==> src/rtl/csdf_flux_phase_sched_pkg.sv <==
// Shared types and constants for the cyclo-static flux phase scheduler.
// Optional stall counter is enabled with CSDF_SCHED_STALL_CNT_EN.
package csdf_sched_pkg;

    typedef enum logic {
        S_READ  = 1'b0,
        S_WRITE = 1'b1
    } state_t;

    localparam logic [15:0] STALL_MAX = 16'hFFFF;

    // Smallest r with 2**r >= v (v >= 1).
    function automatic int clog2(input int v);
        int r;
        r = 0;
        for (int i = 0; i < 31; i++) begin
            if ((1 << i) < v) begin
                r = i + 1;
            end
        end
        return r;
    endfunction

endpackage

==> src/rtl/csdf_flux_phase_sched_phase_ctr.sv <==
// Token/phase counter: counts RATE tokens per phase, then steps the
// phase pointer through 0..FLUX-1 with an explicit wrap.
module csdf_phase_ctr
    import csdf_sched_pkg::*;
#(
    parameter int FLUX = 2,
    parameter int RATE = 1,
    parameter int PH_W = 3
) (
    input  logic            ck,
    input  logic            rst,
    input  logic            adv_i,
    output logic [PH_W-1:0] phase_o,
    output logic            last_o
);

    localparam int TOK_W = (RATE > 1) ? clog2(RATE) : 1;

    logic [TOK_W-1:0] tok_q;
    logic [TOK_W-1:0] tok_d;
    logic [PH_W-1:0]  ph_q;
    logic [PH_W-1:0]  ph_d;

    assign last_o  = (tok_q == TOK_W'(RATE - 1));
    assign phase_o = ph_q;

    // Advance the token count; on the last token move to the next phase.
    always_comb begin
        tok_d = tok_q;
        ph_d  = ph_q;
        if (adv_i) begin
            if (last_o) begin
                tok_d = '0;
                if (ph_q == PH_W'(FLUX - 1)) begin
                    ph_d = '0;
                end else begin
                    ph_d = ph_q + 1'b1;
                end
            end else begin
                tok_d = tok_q + 1'b1;
            end
        end
    end

    // Counter registers, cleared by synchronous reset.
    always_ff @(posedge ck) begin
        if (rst) begin
            tok_q <= '0;
            ph_q  <= '0;
        end else begin
            tok_q <= tok_d;
            ph_q  <= ph_d;
        end
    end

endmodule

==> src/rtl/csdf_flux_phase_sched.sv <==
// Cyclo-static phase scheduler: reads RATE tokens from each flux in turn
// and forwards them downstream. Stall counter: CSDF_SCHED_STALL_CNT_EN.
module csdf_flux_phase_sched
    import csdf_sched_pkg::*;
#(
    parameter int WIDTH = 8,
    parameter int FLUX  = 2,
    parameter int RATE  = 1,
    parameter int PH_W  = 3
) (
    input  logic             ck,
    input  logic             rst,
    input  logic [FLUX-1:0]  flux_empty,
    output logic [FLUX-1:0]  flux_read,
    input  logic [WIDTH-1:0] in_data,
    input  logic             out_full,
    output logic             out_wr,
    output logic [WIDTH-1:0] out_data,
    output logic [PH_W-1:0]  phase
`ifdef CSDF_SCHED_STALL_CNT_EN
    ,
    output logic [15:0]      stall_cnt
`endif
);

    state_t           state_q;
    state_t           state_d;
    logic [WIDTH-1:0] data_q;
    logic [WIDTH-1:0] data_d;
    logic             blank_q;
    logic [FLUX-1:0]  sel;
    logic             cur_empty;
    logic             rd;
    logic             wr;
    logic             last_unused;

    csdf_phase_ctr #(
        .FLUX (FLUX),
        .RATE (RATE),
        .PH_W (PH_W)
    ) u_ctr (
        .ck      (ck),
        .rst     (rst),
        .adv_i   (wr),
        .phase_o (phase),
        .last_o  (last_unused)
    );

    // One-hot decode of the phase pointer onto the flux lines.
    always_comb begin
        sel = '0;
        for (int i = 0; i < FLUX; i++) begin
            if (phase == PH_W'(i)) begin
                sel[i] = 1'b1;
            end
        end
    end

    assign cur_empty = |(sel & flux_empty);

    // Read/write handshake; reads are blanked in and just after reset.
    always_comb begin
        state_d = state_q;
        data_d  = data_q;
        rd      = 1'b0;
        wr      = 1'b0;
        unique case (state_q)
            S_READ: begin
                rd = !cur_empty && !out_full && !blank_q && !rst;
                if (rd) begin
                    data_d  = in_data;
                    state_d = S_WRITE;
                end
            end
            S_WRITE: begin
                wr = !out_full && !rst;
                if (wr) begin
                    state_d = S_READ;
                end
            end
        endcase
    end

    assign flux_read = sel & {FLUX{rd}};
    assign out_wr    = wr;
    assign out_data  = data_q;

    // State, captured token and post-reset blanking flag.
    always_ff @(posedge ck) begin
        if (rst) begin
            state_q <= S_READ;
            data_q  <= '0;
            blank_q <= 1'b1;
        end else begin
            state_q <= state_d;
            data_q  <= data_d;
            blank_q <= 1'b0;
        end
    end

`ifdef CSDF_SCHED_STALL_CNT_EN
    logic [15:0] stall_q;
    logic [15:0] stall_d;

    // Count cycles waiting on an empty flux or a full downstream.
    always_comb begin
        stall_d = stall_q;
        if (((state_q == S_READ) && cur_empty) ||
            ((state_q == S_WRITE) && out_full)) begin
            if (stall_q != STALL_MAX) begin
                stall_d = stall_q + 16'd1;
            end
        end
    end

    // Saturating stall counter register.
    always_ff @(posedge ck) begin
        if (rst) begin
            stall_q <= '0;
        end else begin
            stall_q <= stall_d;
        end
    end

    assign stall_cnt = stall_q;
`endif

endmodule
==> config.mk <==
export PLATFORM = sky130hd
export DESIGN_NAME = csdf_flux_phase_sched
export DESIGN_NICKNAME = d
export VERILOG_FILES = /design/src/rtl/csdf_flux_phase_sched_pkg.sv /design/src/rtl/csdf_flux_phase_sched_phase_ctr.sv /design/src/rtl/csdf_flux_phase_sched.sv
export SDC_FILE = /design/constraint.sdc
export NUM_CORES = 1
export LEC_CHECK = 0
export CAP_MARGIN = 20
export CORE_AREA = 2 2 41 43
export CTS_BUF_LIST = sky130_fd_sc_hd__clkbuf_4 sky130_fd_sc_hd__clkbuf_8
export CTS_CLUSTER_DIAMETER = 30
export CTS_CLUSTER_SIZE = 30
export DETAILED_ROUTE_END_ITERATION = 8
export DIE_AREA = 0 0 43 45
export MAX_ROUTING_LAYER = met4
export PLACE_DENSITY = 0.75
export SLEW_MARGIN = 20
export SYNTH_ARGS = -nofsm -noshare
export SYNTH_HDL_FRONTEND = slang
export SYNTH_SLANG_ARGS = --single-unit
==> constraint.sdc <==
create_clock -name ck -period 2.1 [get_ports ck]
set_clock_uncertainty 0.1 [all_clocks]
set_input_delay 0.525 -clock ck [delete_from_list [all_inputs] [get_ports ck]]
set_output_delay 0.525 -clock ck [all_outputs]
set_load 0.005 [all_outputs]
==> run_results.csv, run 1 <==
group,metric,value,unit
detailed_routing,via_count,483,
critical_path,required,1.47,ns
detailed_routing,drc,0,
grt,grt_pass1_wl,2040,um
logic_synthesis,netlist_instances,49,
sta,rsz0062_at_grt,"false",
floorplan,core,1470,um^2
grt,grt_usage,14.9,%
critical_path,cp.arrival,1.35,ns
clock_network,clockRootBuffer,"clkbuf_4",
sta,timing.final.crit_share,94.1,%
detailed_routing,dr.pass1.iters,2,
detailed_routing,viasPerCell,4.69,
clock_network,clk-insertion-delay-late,0.27,ns
grt,grt_overflow,0,
logic_synthesis,netlist_top_cells_count,"dfxtp_1 (13), mux2_2 (8), nor2b_1 (8)",
cells_and_area,fill_cells,134,
clock_network,htree_levels,1,
sta,relSlewSlack,82.0,%
logic_synthesis,synth_warnings,0,
sta,tightestPinTransition,0.263,ns
cells_and_area,finish.utilization,64.3,%
run_status,status,"finished clean",
clock_network,clkTransAtPathRegs,0.08,ns
placed_design,port_buffers,26,
power_and_ir_drop,power_leakage,0.383,nW
logic_synthesis,synth_nets,62,
grt,antenna_found_initial,0,
placed_design,place_area,896,um^2
clock_network,cts.path.max_buffers,2,
critical_path,crit_fanout,4,
critical_path,critPathCaptureType,"primary output",
grt,grt_max_degree,15,
power_and_ir_drop,peakVddDrop,0.412,mV
critical_path,cp_slowest_cell,"dfxtp_1",
critical_path,crit_family,"simple AND/OR/NAND/NOR gates",
power_and_ir_drop,power_density,516,nW/um^2
critical_path,crit_path_cell_trace,"nor4_4 -> nand2_2 -> nor3b_2 -> buf_2",
sta,slew_violations,0,
cells_and_area,drive_gt1_share,34.5,%
flow_run,maxCapViolations,0,
placed_design,finalWeightedCongestion,0.679,
critical_path,crit_type,"flip-flop to primary output",
sta,timing.fmax,506,MHz
clock_network,cts-buffers-inserted,3,
cells_and_area,antenna_cells,0,
logic_synthesis,yosysMostFrequentCell,"dfxtp_1",
sta,setup_violations,0,
detailed_routing,wl,1270,um
logic_synthesis,ys_top_cells_by_area,"dfxtp_1 (47%), mux2_2 (16%), nor2b_1 (9.0%)",
floorplan,start_util,37.7,%
sta,finalHoldViolations,0,
logic_synthesis,netlist.area_leader.share,47.0,%
logic_synthesis,avgSynthCellArea,11.3,um^2
logic_synthesis,synth_top_cell_by_area,"dfxtp_1",
grt,grt_pass1_vias,503,
logic_synthesis,yosysSeqAreaShare,47.0,%
logic_synthesis,synth_cell_types,16,
cells_and_area,syn2layout_area_growth,70.7,%
floorplan,num_rows,14,
logic_synthesis,syn_area,554,um^2
floorplan,die_y,45,um
logic_synthesis,async_flop_share,0,%
logic_synthesis,synth_ff_type,"dfxtp_1",
critical_path,crit_buf_inv,1,
min_path,worstHoldPathType,"flip-flop to flip-flop",
detailed_routing,wl_per_cell,12.3,um
placed_design,dpl.hpwl,965,um
clock_network,clock_sinks,13,
detailed_routing,first_iter_violations,2,
cells_and_area,stdcell_area,946,um^2
floorplan,num_io_pins,27,
floorplan,die_x,43,um
critical_path,cp-start-kind,"flip-flop",
floorplan,die_area,1940,um^2
cells_and_area,fin_nets,101,
logic_synthesis,synth-seq-cells,13,
clock_network,tritoncts,"built",
detailed_routing,ant_nets,0,
critical_path,max_stage_delay,0.36,ns
sta,min_period,1.98,ns
logic_synthesis,synth_edf_count,0,
worst paths after layout:
kind / from / end / slack, ns / cells after the start
worst min register to register: state_q / state_q / 0.44 / 2
worst max-delay path: state_q / flux_read[1] / 0.12 / 4
worst min-delay path: state_q / state_q / 0.44 / 2
worst max register to register: state_q / out_data[3] / 0.44 / 6
layer usage:
layer / vias up / part of all wire (%) / track usage [%]
met3: 2 / 7.3 / 4.40
met1: 218 / 41 / 15.4
met4: 0 / 0.71 / 9.09
li1: 246 / - / -
met5: - / 0 / -
met2: 17 / 51 / 25.2
area by class of cell:
type	instances	area (um^2)	area share, %
Multi-Input combinational cell	35	308	32.5
Tap cell	16	20.0	2.12
Sequential cell	13	260	27.5
Clock buffer	4	30.0	3.17
Timing Repair Buffer	35	328	34.7
placed cells by master, fill, tap and decap left out, drive strengths merged:
master         synthesis  final
nor3b                  2      2
dlygate4sd2            0      1
nand3b                 1      1
nor4                   1      1
nor4bb                 1      1
nor3                   1      1
clkdlybuf4s15          0      1
dfxtp                 13     13
nor2                   2      2
clkbuf                 1      5
xnor2                  1      1
clkdlybuf4s50          0     21
buf                    0     11
nand2b                 2      2
o31ai                  1      1
mux2i                  2      2
mux2                   8      8
nor2b                  8      8
nand2                  3      3
a21oi                  2      2
cells by family (layout without fill, tap and decap cells):
| logic type | after synthesis | in the layout | share of synthesized area, % |
|---|---|---|---|
| simple gates | 21 | 21 | 25.3 |
| flops | 13 | 13 | 47.0 |
| buf+inv | 1 | 39 | 0.677 |
| xor+xnor | 1 | 1 | 1.58 |
| compound gates | 3 | 3 | 5.64 |
| mux | 10 | 10 | 19.9 |
flip-flops by register name, summed over array words and instances, names as in the netlist:
register,count
blank_q,1
out_data,8
state_q,1
u_ctr.phase_o,3
worst register-to-register path, stage by stage, from the launching register on:
cell and delay [ns]:
dfxtp_1 0.36, nor4_4 0.35, buf_4 0.16, buf_4 0.10
o31ai_4 0.06, buf_12 0.15, mux2_2 0.26
what timing repair did:
item	4_1_cts	5_1_grt
endpoints found under the setup margin	3	2
resized for setup	16	3
hold buffers	0	0
pin swaps	4	4
setup buffers	2	0
metrics by stage:
| step | total power, mW | instances | worst slack [ns] | setup TNS [ns] | hold WS (ns) |
|---|---|---|---|---|---|
| 6_report | 0.488 | 103 | 0.124 | 0 | 0.437 |
| 5_1_grt | 0.510 | 103 | 0.0215 | 0 | 0.489 |
| 4_1_cts | 0.496 | 103 | 0.00760 | 0 | 0.443 |
| 3_5_place_dp | 0.330 | 97 | -0.670 | -2.62 | 0.427 |
| 3_3_place_gp | 0.328 | 97 | -0.601 | -2.07 | 0.415 |
| 2_1_floorplan | 0.282 | 49 | 0.309 | 0 | 0.390 |
where the power goes:
part | total (mW) | switching, mW | internal, mW
Combinational | 0.0683 | 0.0215 | 0.0468
Clock | 0.162 | 0.0754 | 0.0864
Sequential | 0.258 | 0.00427 | 0.254
Total | 0.488 | 0.101 | 0.387
No activity file was read; power rests on OpenSTA's default activity.
==> run 2, diff against run 1 <==
Settings changed: CAP_MARGIN 20 to 10.
==> results of run 2 <==
The final DEF is identical to that of run 1; final timing and power are the same.
